`src/rtl/registro_pkg.sv`:
```
// Shared types and constants for the registro_banco register bank.
// The optional swap-on-write feature is selected by REGISTRO_BANCO_WRBACK_EN.
package registro_pkg;

    typedef enum logic {
        IDLE  = 1'b0,
        CLEAR = 1'b1
    } state_t;

    localparam int DEF_WIDTH = 8;
    localparam int DEF_DEPTH = 16;

    localparam logic RW_WRITE = 1'b1;
    localparam logic RW_READ  = 1'b0;

endpackage

```
`src/rtl/registro_cella.sv`:
```
// One WIDTH-bit storage entry: write enable, synchronous clear, synchronous active-low reset.
// Clear wins over write so the sweep engine always leaves the entry at zero.
module registro_cella
    import registro_pkg::*;
#(
    parameter int WIDTH = DEF_WIDTH
) (
    input  logic             clk,
    input  logic             reset_n,
    input  logic             we,
    input  logic             clr,
    input  logic [WIDTH-1:0] d,
    output logic [WIDTH-1:0] q
);

    logic [WIDTH-1:0] q_q;
    logic [WIDTH-1:0] q_d;

    always_comb begin
        q_d = q_q;
        if (clr) begin
            q_d = '0;
        end else if (we) begin
            q_d = d;
        end
    end

    always_ff @(posedge clk) begin
        if (!reset_n) begin
            q_q <= '0;
        end else begin
            q_q <= q_d;
        end
    end

    assign q = q_q;

endmodule

```
`src/rtl/registro_banco.sv`:
```
// Flop-based register bank with one shared read/write port and a sequential clear sweep.
// Define REGISTRO_BANCO_WRBACK_EN to make writes also return the old entry contents.
module registro_banco
    import registro_pkg::*;
#(
    parameter  int WIDTH = DEF_WIDTH,
    parameter  int DEPTH = DEF_DEPTH,
    localparam int AW    = $clog2(DEPTH)
) (
    input  logic             clk,
    input  logic             reset_n,
    input  logic             req,
    input  logic             read_write,
    input  logic [AW-1:0]    addr,
    input  logic [WIDTH-1:0] data,
    output logic [WIDTH-1:0] data_out,
    output logic             data_out_valid,
    output logic             addr_err,
    input  logic             clear,
    output logic             busy
);

`ifdef REGISTRO_BANCO_WRBACK_EN
    localparam logic WRBACK = 1'b1;
`else
    localparam logic WRBACK = 1'b0;
`endif

    localparam logic [AW:0]   DEPTH_W = (AW+1)'(DEPTH);
    localparam logic [AW-1:0] LAST    = AW'(DEPTH - 1);

    state_t           state_q, state_d;
    logic [AW-1:0]    cnt_q, cnt_d;
    logic [WIDTH-1:0] data_out_q, data_out_d;
    logic             valid_q, valid_d;
    logic             addr_err_q, addr_err_d;

    logic [WIDTH-1:0] mem [DEPTH];
    logic [DEPTH-1:0] we_vec;
    logic [DEPTH-1:0] clr_vec;
    logic [WIDTH-1:0] rd_word;
    logic             in_range;
    logic             accept;
    logic             wr_en;
    logic             rd_fire;

    genvar gi;
    generate
        for (gi = 0; gi < DEPTH; gi++) begin : g_cell
            assign we_vec[gi]  = wr_en && (addr == AW'(gi));
            assign clr_vec[gi] = (state_q == CLEAR) && (cnt_q == AW'(gi));

            registro_cella #(.WIDTH(WIDTH)) u_cella (
                .clk     (clk),
                .reset_n (reset_n),
                .we      (we_vec[gi]),
                .clr     (clr_vec[gi]),
                .d       (data),
                .q       (mem[gi])
            );
        end
    endgenerate

    always_comb begin
        // Out-of-range addresses match no entry, so they read back as zero.
        rd_word = '0;
        for (int i = 0; i < DEPTH; i++) begin
            if (addr == AW'(i)) begin
                rd_word = mem[i];
            end
        end

        in_range = ({1'b0, addr} < DEPTH_W);
        accept   = (state_q == IDLE) && !clear && req;
        wr_en    = accept && (read_write == RW_WRITE) && in_range;
        rd_fire  = accept && ((read_write == RW_READ) || WRBACK);

        valid_d    = rd_fire;
        data_out_d = rd_fire ? rd_word : data_out_q;
        addr_err_d = accept && !in_range;

        state_d = state_q;
        cnt_d   = cnt_q;
        case (state_q)
            IDLE: begin
                if (clear) begin
                    state_d = CLEAR;
                    cnt_d   = '0;
                end
            end
            CLEAR: begin
                cnt_d = cnt_q + AW'(1);
                if (cnt_q == LAST) begin
                    state_d = IDLE;
                    cnt_d   = '0;
                end
            end
            default: begin
                state_d = IDLE;
                cnt_d   = '0;
            end
        endcase
    end

    always_ff @(posedge clk) begin
        if (!reset_n) begin
            state_q    <= IDLE;
            cnt_q      <= '0;
            data_out_q <= '0;
            valid_q    <= 1'b0;
            addr_err_q <= 1'b0;
        end else begin
            state_q    <= state_d;
            cnt_q      <= cnt_d;
            data_out_q <= data_out_d;
            valid_q    <= valid_d;
            addr_err_q <= addr_err_d;
        end
    end

    assign data_out       = data_out_q;
    assign data_out_valid = valid_q;
    assign addr_err       = addr_err_q;
    assign busy           = (state_q == CLEAR);

endmodule
```
`config.mk`:
```
export PLATFORM = sky130hd
export DESIGN_NAME = registro_banco
export DESIGN_NICKNAME = d
export VERILOG_FILES = /design/src/rtl/registro_pkg.sv /design/src/rtl/registro_cella.sv /design/src/rtl/registro_banco.sv
export SDC_FILE = /design/constraint.sdc
export NUM_CORES = 1
export LEC_CHECK = 0
export ABC_CLOCK_PERIOD_IN_PS = 1800
export BUFFER_PORTS_ARGS = -buffer_cell sky130_fd_sc_hd__buf_2
export CORE_MARGIN = 2
export CORE_UTILIZATION = 30
export DETAILED_ROUTE_END_ITERATION = 12
export HOLD_SLACK_MARGIN = 0.03
export SYNTH_ARGS = -nofsm -noshare
export SYNTH_HDL_FRONTEND = slang
export SYNTH_HIERARCHICAL = 1
export SYNTH_SLANG_ARGS = --single-unit
export TNS_END_PERCENT = 50
```
`constraint.sdc`:
```
create_clock -name clk -period 1.8 [get_ports clk]
set_input_delay 0.36 -clock clk [delete_from_list [all_inputs] [get_ports clk]]
set_output_delay 0.36 -clock clk [all_outputs]
set_load 0.02 [all_outputs]
```
After elaboration in Yosys (flattened, before gate mapping)

Index checks and enable logic that the tools add are counted.

Bits of input ports: 17
Logic and storage cells: 132
Output and inout bits: 11
Register bits after elaboration: 142

Bitwise logic cells: 3
Equality and inequality tests: 31
$add $sub $neg: 1
Multiplexer cells: 22
Reductions and logical operators: 55

Operators with widths:

| cell                                                                  | number |
|---|---|
| 8-bit two-way mux                                                     | 16 |
| 4-bit equality test, second input constant                            | 16 |
| 1-bit logical AND                                                     | 36 |
| 4-bit by 3-bit equality test with 1-bit output, second input constant | 8 |
| 2-bit OR reduction                                                    | 16 |
| 4-bit by 2-bit equality test with 1-bit output, second input constant | 4 |
| 4-bit by 1-bit equality test with 1-bit output, second input constant | 2 |
| 4-bit logical NOT                                                     | 2 |
| 4-bit two-way mux                                                     | 2 |
| 4-bit one-hot mux with 2 select lines                                 | 1 |
| 4-bit by 1-bit adder with 4-bit output, second input constant         | 1 |
| 1-bit inverter                                                        | 3 |
| 1-bit two-way mux                                                     | 2 |
| 2-bit inequality test, second input constant                          | 1 |
| 1-bit one-hot mux with 2 select lines                                 | 1 |
| 1-bit logical NOT                                                     | 1 |

Logic depth before layout (Yosys ltp)

Gate-level depths: netlist (run 1).

Depth in word-level cells: 17
Depth in mapped cells: 9
Depth with buffers taken out: 6

Modules after synthesis

The synthesis (run 1) kept the hierarchy.

Modules (own cells, without submodules):

| module         | sequential area each (um^2) | cells each | times used | area each (um^2) |
|---|---|---|---|---|
| registro_cella | 160.2                       | 27         | 16         | 292.8 |
| registro_banco | 280.3                       | 311        | 1          | 2235.9 |

Least setup slack after synthesis (run 1)

No wires, ideal clock.

Path kind: input to register
Start point: input addr[0]
End point: register g_cell[0].u_cella.q_q[0]
Path slack: -13 ps
Library setup time: 116 ps
Stages: 9
Buffers on the path: 4
Arrival: 1697 ps
Path through: buf_6 buf_4 buf_2 nor2_1 nand2_1 nor3_1 buf_6 mux2i_1 nor2_1

Word-level cells in the longest chain between the ends: 2

Ends and longest elaborated chain:

| item                   | line                 | RTL |
|---|---|---|
| start: declaration     | registro_banco.sv:14 | `input logic [AW-1:0] addr,` |
| 4-bit logical NOT      | registro_banco.sv:50 | `assign we_vec[gi] = wr_en && (addr == AW'(gi));` |
| 1-bit logical AND      | registro_banco.sv:50 |  |
| net we_vec[0]          | registro_banco.sv:39 | `logic [DEPTH-1:0] we_vec;` |
| end signal: assignment | registro_cella.sv:32 | `q_q <= q_d;` |
| end: declaration       | registro_cella.sv:16 | `logic [WIDTH-1:0] q_q;` |

The timed path passes the listed nets, and every way through them passes these cells.
A chain may end at the register's enable or synchronous reset.

Worst setup path after layout (run 1)

Start point: register state_q (netlist: busy)
End point: register g_cell[2].u_cella.q_q[7]

Word-level cells in the longest chain between the ends: 5
Elaborated cells on any way between the ends: 7
Classes of those cells: bitwise: 1; reduce/logical: 6

Ends and longest elaborated chain:

| item                           | line                  | RTL |
|---|---|---|
| start: declaration             | registro_banco.sv:32  | `state_t state_q, state_d;` |
| start signal: assignment       | registro_banco.sv:113 | `state_q <= state_d;` |
| 1-bit inverter                 | n/a                   |  |
| 1-bit logical AND (2 in a row) | registro_banco.sv:74  | `accept = (state_q == IDLE) && !clear && req;` |
| 1-bit logical AND              | registro_banco.sv:75  | `wr_en = accept && (read_write == RW_WRITE) && in_range;` |
| 1-bit logical AND              | registro_banco.sv:50  |  |
| net we_vec[2]                  | registro_banco.sv:39  |  |
| end signal: assignment         | registro_cella.sv:32  |  |
| end: declaration               | registro_cella.sv:16  |  |

The timed path passes the listed nets, and every way through them passes these cells.

==> impl_metrics.yaml, run 1 <==
outcome:
  outcome: "finished clean"
synthesis:
  synth_warnings: 6
  ys_seq_area_frac: 0.411
  synth_nets: 764
  synth_edf_count: 0
  synth_seq_cells: 142
  synth_flop_cell: "dfxtp_1"
  synthCells: 743
  syn_area_mm2: 0.00692
  synth-async-reset-ratio: 0
  syn_avg_cell_area_um2: 9.31
  synth_cell_type_count: 59
sta:
  fin_crit_sh: 0.947
  fmax_mhz: 587
  rsz0062_at_grt: "false"
  final.setup.worst_slack_ns: 0.0958
  clock_skew_ns: 0.00574
  min_period_ns: 1.70
  setup_violations: 0
  finalHoldViolCount: 0
  slew_viol_final: 0
routing:
  wl_per_cell_um: 18.4
  drc_errors: 0
  drtIter0Drc: 448
  vias: 5594
  via_per_inst: 5.06
  ant_nets: 0
  dr.pass1.iters: 5
  drt_wl_total_um: 20400
layout:
  post_route_cells_drive_above_1_share: 0.193
  layout_commonest_cell: "nor2_1"
  nets: 831
  seq_area_mm2: 0.00284
  flow.area_growth_from_synthesis_pct: 19.6
  multi_input_area_mm2: 0.00368
  diodes: 0
  final_cell_mix: "nor2_1 (157), mux2i_1 (146), dfxtp_1 (142), buf_4 (78), nand2_1 (35)"
  post-route-util: 0.366
  nFillCells: 2295
global_routing:
  grt_pass1_vias: 5446
  grt_pass1_wl_um: 31800
  use_met2: 0.282
  antenna_found_initial: 0
  gr-usage-met3: 0.0372
  grt_max_degree: 31
  grt_usage: 0.174
  grt_overflow: 0
  use_met1: 0.225
  global_route.peak_usage_layer: "met2"
hold_path:
  hp-start: "clear"
  hold_path.class: "input port to register"
  hold_path_end: "cnt_q[0]"
  holdPathStages: 5
floorplanning:
  start_util: 0.306
  io_pins: 28
  die_w_um: 156
  die_h_um: 156
  dieArea_mm2: 0.0243
  coreArea_mm2: 0.0226
  rows: 55
worst_setup_path:
  critPathMaxFanout: 8
  required_ns: 2.10
  r2r_setup_slack_ns: 0.1
  r2r_cells: 7
  crit_arrival_ns: 2.01
  cp-start-kind: "register"
  criticalPathCategory: "register to register"
  cp-end-kind: "register"
  reg2reg_from: "busy"
  r2r-end: "g_cell[2].u_cella/q[7]"
clock_tree:
  clk_latency_ns: 0.43
  cts_setup_buffers: 0
  cts_buffer_depth: 2
  cts_sinks: 142
  cts_tree: "built"
  root_buffer: "clkbuf_16"
  cts_inserted_buffers: 17
  htreeDepth: 4
  path_clk_slew_ns: 0.06
pwr:
  ir_worst_vdd_mv: 0.632
  power_density_mw_per_mm2: 899
  p_leak_uw: 0.00299
placement:
  dp_hpwl_um: 14600
  pre_cts_ws_ns: -0.259
  gpl.final_weighted_congestion: 0.892
  port_buffers: 26
flow_run:
  max_cap_viol_count: 0
[stage by stage]
stage	hold WS, ns	instance area [µm²]	setup TNS (ns)	power (µW)	instances
global placement	0.467	7630	-16.77	3820	1076
detailed placement	0.479	7630	-19.26	3820	1076
finish	0.372	8280	0	7440	1105
floorplan	0.451	6920	0	3550	743
global route	0.415	8280	0	7680	1105
CTS	0.364	8240	0	7480	1105
[cell families (layout without fill, tap and decap cells)]
kind of cell             after synthesis  after routing  share of synthesized area
adder cells (fa/ha/maj)                4              4                    0.00723
other                                  1              1                   0.000542
multiplexers                         160            160                      0.249
flip-flops                           142            142                      0.411
AND/OR/NAND/NOR                      271            271                      0.174
AO/OA/AOI/OAI                         98             98                     0.0955
buffers and inverters                 67            144                     0.0629
[state kept, by name, summed over array words and instances (netlist names)]
signal / count
g_cell.u_cella/q: 128
data_out: 8
cnt_q: 4
busy: 1
data_out_valid: 1
[cells in the mapped netlist, drive strengths merged, types with 5 or more instances]
library cell | count | share of area
a21oi | 20 | 0.014
a22oi | 5 | 0.0054
buf | 34 | 0.042
clkbuf | 24 | 0.016
dfxtp | 142 | 0.41
inv | 8 | 0.0043
mux2 | 6 | 0.0098
mux2i | 146 | 0.21
mux4 | 8 | 0.028
nand2 | 37 | 0.020
nand2b | 24 | 0.022
nand3 | 11 | 0.0080
nor2 | 159 | 0.086
nor2b | 9 | 0.0081
nor3 | 15 | 0.011
o21ai | 25 | 0.018
o31ai | 6 | 0.0065
[worst max-delay path by stage]
stage | start | end | slack (ns) | cells past startpoint
finish | busy | g_cell[2].u_cella/q[7] | 0.1 | 7
global route | busy | g_cell[2].u_cella/q[0] | 0.002 | 7
CTS | busy | g_cell[2].u_cella/q[6] | 0.03 | 7
detailed placement | addr[0] | g_cell[15].u_cella/q[3] | -0.26 | 9
global placement | addr[1] | g_cell[2].u_cella/q[3] | -0.22 | 8
floorplan | addr[0] | g_cell[0].u_cella/q[0] | 0.04 | 9
[layout make-up]
type                    count  area share
inverters                   9     0.00408
flip-flops and latches    142       0.344
multi-input cells         534       0.445
clock buffers              18      0.0531
repair buffers            106      0.0913
well taps                 285      0.0431
clock inverters            11      0.0204
[critical path, cell delays in order, from the launching register on]
cell and delay [ns]:
dfxtp_1 0.32, nor2_1 0.14, and3_4 0.26, nand2_1 0.19, nor3_2 0.18, buf_4 0.23, mux2i_1 0.20, nor2_1 0.05
[per-layer routing]
layer | wire length [µm] | vias up
li1 | - | 2727
met2 | 9550 | 157
met4 | 665 | 0
met1 | 9140 | 2667
met5 | 0 | -
met3 | 1010 | 43
[what timing repair did]
action / 4_1_cts / 5_1_grt
pin swaps: 0 / 0
setup endpoints to repair: 47 / 70
hold buffers: 0 / 0
resized for setup: 1 / 10
[report_power, final]
group / leakage, µW / internal (µW) / switching (µW)
Sequential: 0.00114 / 3160 / 12.6
Combinational: 0.00156 / 210 / 383
Clock: 0.000286 / 2320 / 1350
No activity file was read; power rests on OpenSTA's default activity.
==> run 2: changes to the inputs <==
--- a/config.mk
+++ b/config.mk
@@ -5,9 +5,10 @@
 export SDC_FILE = /design/constraint.sdc
 export NUM_CORES = 1
 export LEC_CHECK = 0
+export ABC_AREA = 1
 export ABC_CLOCK_PERIOD_IN_PS = 1800
 export BUFFER_PORTS_ARGS = -buffer_cell sky130_fd_sc_hd__buf_2
-export CORE_MARGIN = 2
+export CORE_MARGIN = 1
 export CORE_UTILIZATION = 30
 export DETAILED_ROUTE_END_ITERATION = 12
 export HOLD_SLACK_MARGIN = 0.03
==> run 2 against run 1 <==
  * Global-route usage is 1.5 points higher
  * Routed wire length fell by 2.8%
  * Synthesized area decreased by 7.3%
  * Total power decreased by 4.7%
  * Combinational power down 31%
  * Largest power group unchanged
  * Sequential cell count stayed put
  * Sequential share of layout area rose by 2.4 points
==> impl_metrics.yaml, run 2 <==
outcome:
  outcome: "finished clean"
worst_setup_path:
  r2r_cells: 10
  r2r-end: "data_out[4]"
  critPathMaxFanout: 5
  criticalPathCategory: "input port to register"
  required_ns: 2.09
  cp-end-kind: "register"
  cp-start-kind: "input port"
  r2r_setup_slack_ns: 0.13
  crit_arrival_ns: 2.02
  reg2reg_from: "g_cell[0].u_cella/q[4]"
  cp-startpoint: "addr[3]"
layout:
  final_cell_mix: "nand2_1 (388), a21oi_1 (153), dfxtp_1 (142), nor2_1 (75), buf_4 (55)"
  post_route_cells_drive_above_1_share: 0.163
  largest_register_ffs: 128
  nets: 1047
  flow.area_growth_from_synthesis_pct: 20.6
  layout_commonest_cell: "nand2_1"
  nFillCells: 2206
  diodes: 0
  post-route-util: 0.368
hold_path:
  hold_path.class: "input port to register"
  holdPathStages: 4
  hp-start: "clear"
  hold_path_end: "cnt_q[2]"
floorplanning:
  die_h_um: 148
  rows: 53
  dieArea_mm2: 0.0220
  coreArea_mm2: 0.0210
  die_w_um: 148
  io_pins: 28
  start_util: 0.305
placement:
  dp_hpwl_um: 13700
  port_buffers: 26
  gpl.final_weighted_congestion: 0.846
  pre_cts_ws_ns: -0.406
routing:
  via_per_inst: 4.78
  ant_nets: 0
  drtIter0Drc: 601
  drt_wl_total_um: 19800
  dr.pass1.iters: 5
  drc_errors: 0
  wl_per_cell_um: 15.1
  vias: 6271
clock_tree:
  cts_inserted_buffers: 17
  path_clk_slew_ns: 0.06
  cts_hold_buf: 0
  cts_sinks: 142
  htreeDepth: 4
  root_buffer: "clkbuf_16"
  cts_buffer_depth: 2
  cts_tree: "built"
  clk_latency_ns: 0.42
synthesis:
  synth_seq_cells: 142
  synth-async-reset-ratio: 0
  synth_top_area_share: 0.443
  synth.area.top_cells: "dfxtp_1 (44%), nand2_1 (23%), a21oi_1 (12%), nor2_1 (4.8%), buf_6 (2.8%)"
  synth_cell_type_count: 25
  synth_nets: 969
  ys_top_cells_by_count: "nand2_1 (390), a21oi_1 (154), dfxtp_1 (142)"
  synth_edf_count: 0
  ys_seq_area_frac: 0.443
  synth_warnings: 6
  synth_top_area_cell: "dfxtp_1"
  synthCells: 948
  synth_most_common_cell: "nand2_1"
  syn_area_mm2: 0.00642
  synth_flop_cell: "dfxtp_1"
  syn_avg_cell_area_um2: 6.77
sta:
  fin_crit_sh: 0.960
  finalHoldViolCount: 0
  clock_skew_ns: 0.0108
  setup_violations: 0
  slew-limit-headroom: 0.625
  final.setup.worst_slack_ns: 0.0712
  worst_slew_pin_slew_ns: 0.562
  min_period_ns: 1.73
  fmax_mhz: 578
  slew_viol_final: 0
flow_run:
  max_cap_viol_count: 0
global_routing:
  grt_pass1_vias: 5828
  grt_usage: 0.189
  antenna_found_initial: 0
  grt_overflow: 0
  grt_max_degree: 20
  grt_pass1_wl_um: 31500
pwr:
  power_density_mw_per_mm2: 916
  ir_worst_vdd_mv: 0.661
  power_uw: 7080
  p_leak_uw: 0.00273
[run 2: final cells by class]
cell class | instances | area [µm²] | share of cell area
well taps | 275 | 344 | 0.0445
flip-flops and latches | 142 | 2840 | 0.367
repair buffers | 80 | 551 | 0.0712
multi-input cells | 713 | 3150 | 0.407
clock inverters | 11 | 145 | 0.0188
inverters | 72 | 270 | 0.0349
clock buffers | 19 | 433 | 0.0560
[run 2: per-layer routing]
metal	vias up	part of all wire	GRT usage	wire length, µm
met2	175	0.45	0.293	8950
met1	2890	0.47	0.258	9250
met4	0	0.024	0.0711	469
li1	3168	-	-	-
met3	38	0.057	0.0374	1140
met5	-	0	0	0
[run 2: worst max-delay path, cell delays in order]
cell and delay, ns:
buf_2 0.09, inv_2 0.05, nand2_4 0.11, nor2_4 0.05
buf_4 0.15, nand2_1 0.05, nand3_1 0.08, nor2_1 0.13
nand4_1 0.16, nor2_1 0.17, nand4_1 0.12, nor2_1 0.18
nand4_1 0.16, nand2_1 0.09, a21oi_1 0.06
[run 2: timing repair]
action,4_1_cts,5_1_grt
setup endpoints to repair,0,8
gates resized for setup,0,22
setup buffers,0,2
[run 2: worst max path at each step]
stage,end,depth (start not counted)
finish,data_out[0],15
global placement,data_out[0],15
detailed placement,data_out[0],15
floorplan,g_cell[4].u_cella/q[0],9
global route,data_out[4],15
CTS,data_out[1],15
[run 2: report_power, final]
part / switching, µW / total (µW) / internal, µW / leakage (µW)
Clock: 1350 / 3510 / 2160 / 0.000286
Sequential: 11.6 / 3170 / 3160 / 0.00114
Combinational: 299 / 408 / 109 / 0.00130
Total: 1660 / 7080 / 5430 / 0.00273
[run 2: through the flow]
step	hold WS (ns)	TNS, ns	cell area, µm²	std cells
after floorplan	0.434	0	6420	948
after global placement	0.448	-3.01	7100	1282
after detailed placement	0.452	-2.60	7100	1282
after CTS	0.312	0	7670	1312
after global routing	0.368	-0.00163	7740	1312
final	0.318	0	7740	1312
[run 2: cells by family (layout without fill, tap and decap cells)]
logic type	count (synthesis)	count (layout)	share of synthesized area
flops	142	142	0.443
compound gates	159	159	0.124
simple gates	548	548	0.349
other cells	1	1	0.000584
buf+inv	93	182	0.0739
xor+xnor	1	1	0.00137
fa+ha+maj	4	4	0.00780
==> run 3: changes to the inputs <==
--- a/config.mk
+++ b/config.mk
@@ -14,6 +14,5 @@
 export HOLD_SLACK_MARGIN = 0.03
 export SYNTH_ARGS = -nofsm -noshare
 export SYNTH_HDL_FRONTEND = slang
-export SYNTH_HIERARCHICAL = 1
 export SYNTH_SLANG_ARGS = --single-unit
 export TNS_END_PERCENT = 50
==> run 3 against run 2 <==
  * Global-route usage fell by 0.62 points
  * Critical path type is now register to register
  * Non-clock buffer count rose by 27
  * Worst setup slack improved by 0.029 ns
==> impl_metrics.yaml, run 3 <==
worst_setup_path:
  crit_arrival_ns: 2.00
  slowest_stage: "dfxtp_1"
  crit_chain: "nand3_1 -> nand3_1 -> nor2_1 -> nand4_1 -> nor2_1 -> nand4_1 -> nor2_2 -> nand4_1 -> nand2_1 -> a21oi_1"
  critPathMaxFanout: 2
  cp_top_family: "simple AND/OR/NAND/NOR gates"
  path_buf_inv: 0
  crit_top_cell: "nand4_1"
  cp-end-kind: "register"
  required_ns: 2.10
  critPathMaxStageDelay_ns: 0.32
  cp-start-kind: "register"
  criticalPathCategory: "register to register"
sta:
  timing.setup.tns_ns: 0
  slew_viol_final: 0
  clock_skew_ns: 0.00800
  setup_violations: 0
  fmax_mhz: 588
  rsz0062_at_grt: "false"
  worst_slew_pin_slew_ns: 0.584
  min_period_ns: 1.70
  fin_crit_sh: 0.944
  slew-limit-headroom: 0.609
  finalHoldViolCount: 0
layout:
  layout_commonest_cell: "a21oi_1"
  final_cells: 1186
  final_cell_mix: "a21oi_1 (143), dfxtp_1 (142), nand2_1 (119), o21ai_0 (115), nor2_1 (93)"
  diodes: 0
  flow.area_growth_from_synthesis_pct: 28.7
  largest_register_ffs: 128
  post-route-util: 0.395
  nFillCells: 2033
  post_route_cells_drive_above_1_share: 0.177
  nets: 929
placement:
  port_buffers: 26
  dp_hpwl_um: 12800
  gpl.final_weighted_congestion: 0.858
  dp_cells: 1154
synthesis:
  synth_edf_count: 0
  synth_top_family_by_area: "compound AO/OA/AOI/OAI gates"
  synth_flop_cell: "dfxtp_1"
  synth_top_area_share: 0.474
  synth.area.top_cells: "dfxtp_1 (47%), a21oi_1 (12%), o21ai_0 (9.6%), nand2_1 (7.5%), nor2_1 (6.1%)"
  synthSimpleGateAreaFrac: 0.203
  ys_top_cells_by_count: "a21oi_1 (143), dfxtp_1 (142), nand2_1 (120)"
  ys_seq_area_frac: 0.474
  synth_warnings: 0
  synthCells: 813
  synth_compound_area_frac: 0.238
  synth_nets: 834
  synth_top_area_cell: "dfxtp_1"
  synth_cell_type_count: 24
  synth_seq_cells: 142
  syn_area_mm2: 0.00600
  synth-async-reset-ratio: 0
  synthXorXnorAreaFrac: 0.00146
  synth_mux_area_frac: 0
  syn_avg_cell_area_um2: 7.38
  synth_most_common_cell: "a21oi_1"
  synthAdderAreaFrac: 0.00834
pwr:
  seq_power_share: 0.419
  p_sw_frac: 0.222
  ir_worst_vdd_mv: 0.610
  p_switching_uw: 1690
  clockPowerShare: 0.524
  p_leak_uw: 0.00315
  pwr-share-comb: 0.057
  p_int_uw: 5910
  power_density_mw_per_mm2: 984
routing:
  drt_wl_total_um: 17600
  via_per_inst: 4.86
  vias: 5765
  drtIter0Drc: 497
  drc_errors: 0
  dr.pass1.iters: 5
  ant_nets: 0
  wl_per_cell_um: 14.8
global_routing:
  gr-usage-met3: 0.0317
  grt_max_degree: 27
  global_route.peak_usage_layer: "met2"
  grt_pass1_vias: 5479
  use_met1: 0.246
  antenna_found_initial: 0
  grt_pass1_wl_um: 28600
  grt_usage: 0.183
  grt_overflow: 0
  use_met2: 0.286
floorplanning:
  die_w_um: 143
  dieArea_mm2: 0.0206
  io_pins: 28
  coreArea_mm2: 0.0195
  rows: 51
  die_h_um: 143
  start_util: 0.307
hold_path:
  hold_path.class: "input port to register"
clock_tree:
  cts_sinks: 142
  cts_buffer_depth: 2
  cts_inserted_buffers: 17
  cts_tree: "built"
  path_clk_slew_ns: 0.06
  clk_latency_ns: 0.43
  htreeDepth: 4
  cts_hold_buf: 0
  root_buffer: "clkbuf_16"
outcome:
  outcome: "finished clean"
flow_run:
  max_cap_viol_count: 0
run 3: cell count changes in the layout (fill, tap and decap cells not counted), sizes merged, moves of 7 or more:
cell	delta
nand2	-275
nand3	+9
clkinvlp	+7
a211oi	+18
buf	+27
nor2	+13
o21ai	+110
a21oi	-11
run 3: stage by stage:
step | setup slack, ns | cell area (µm²) | power (µW) | hold WS (ns)
floorplan | 0.105 | 6000 | 3450 | 0.430
global placement | -0.368 | 7030 | 3680 | 0.440
detailed placement | -0.400 | 7030 | 3680 | 0.449
CTS | 0.0240 | 7700 | 7640 | 0.219
global route | 0.00674 | 7720 | 7810 | 0.248
finish | 0.101 | 7720 | 7600 | 0.226
run 3: cell families (layout without fill, tap and decap cells):
family	count (synthesis)	in the layout
flops	142	142
buf+inv	105	213
simple gates	284	284
fa+ha+maj	4	4
other cells	1	1
xor+xnor	1	1
compound gates	276	276
run 3: worst paths after layout:
check                                from                      end  slack, ns  cells past startpoint
setup / recovery   g_cell[0].u_cella.q[7]              data_out[7]       0.10                     10
hold / removal                    reset_n              data_out[2]       0.23                      3
setup reg to reg   g_cell[0].u_cella.q[7]              data_out[7]       0.10                     10
hold reg to reg   g_cell[11].u_cella.q[0]  g_cell[11].u_cella.q[0]       0.46                      2
run 3: worst min-delay path, cell delays in order:
cell and delay, ns:
buf_2 0.13, o21ai_0 0.08, nor2_1 0.04
run 3: timing repair:
action                                 4_1_cts  5_1_grt
endpoints found under the hold margin        0        0
setup buffers                                0        0
gates resized for setup                      0        8
setup endpoints to repair                    0       21
run 3: final cells by class:
type	instances	area [µm²]	share of cell area
inverter	74	282	0.0365
clock inverter	15	244	0.0316
tap	265	332	0.0429
multi-input combinational	566	2720	0.352
sequential	142	2840	0.368
timing repair buffer	107	876	0.113
clock buffer	17	425	0.0551
run 3: per-layer routing:
metal  share of wire  up-vias
li1                -     2926
met4           0.022        0
met3           0.059       29
met1            0.47     2627
met2            0.44      183
met5               0        -
run 3: power by group through the flow:
stage	Combinational [µW]	Sequential, µW	Clock, µW
6_report	437	3180	3980
4_1_cts	433	3180	4020
2_1_floorplan	201	3250	0
5_1_grt	474	3180	4150
3_5_place_dp	431	3250	0
3_3_place_gp	430	3250	0
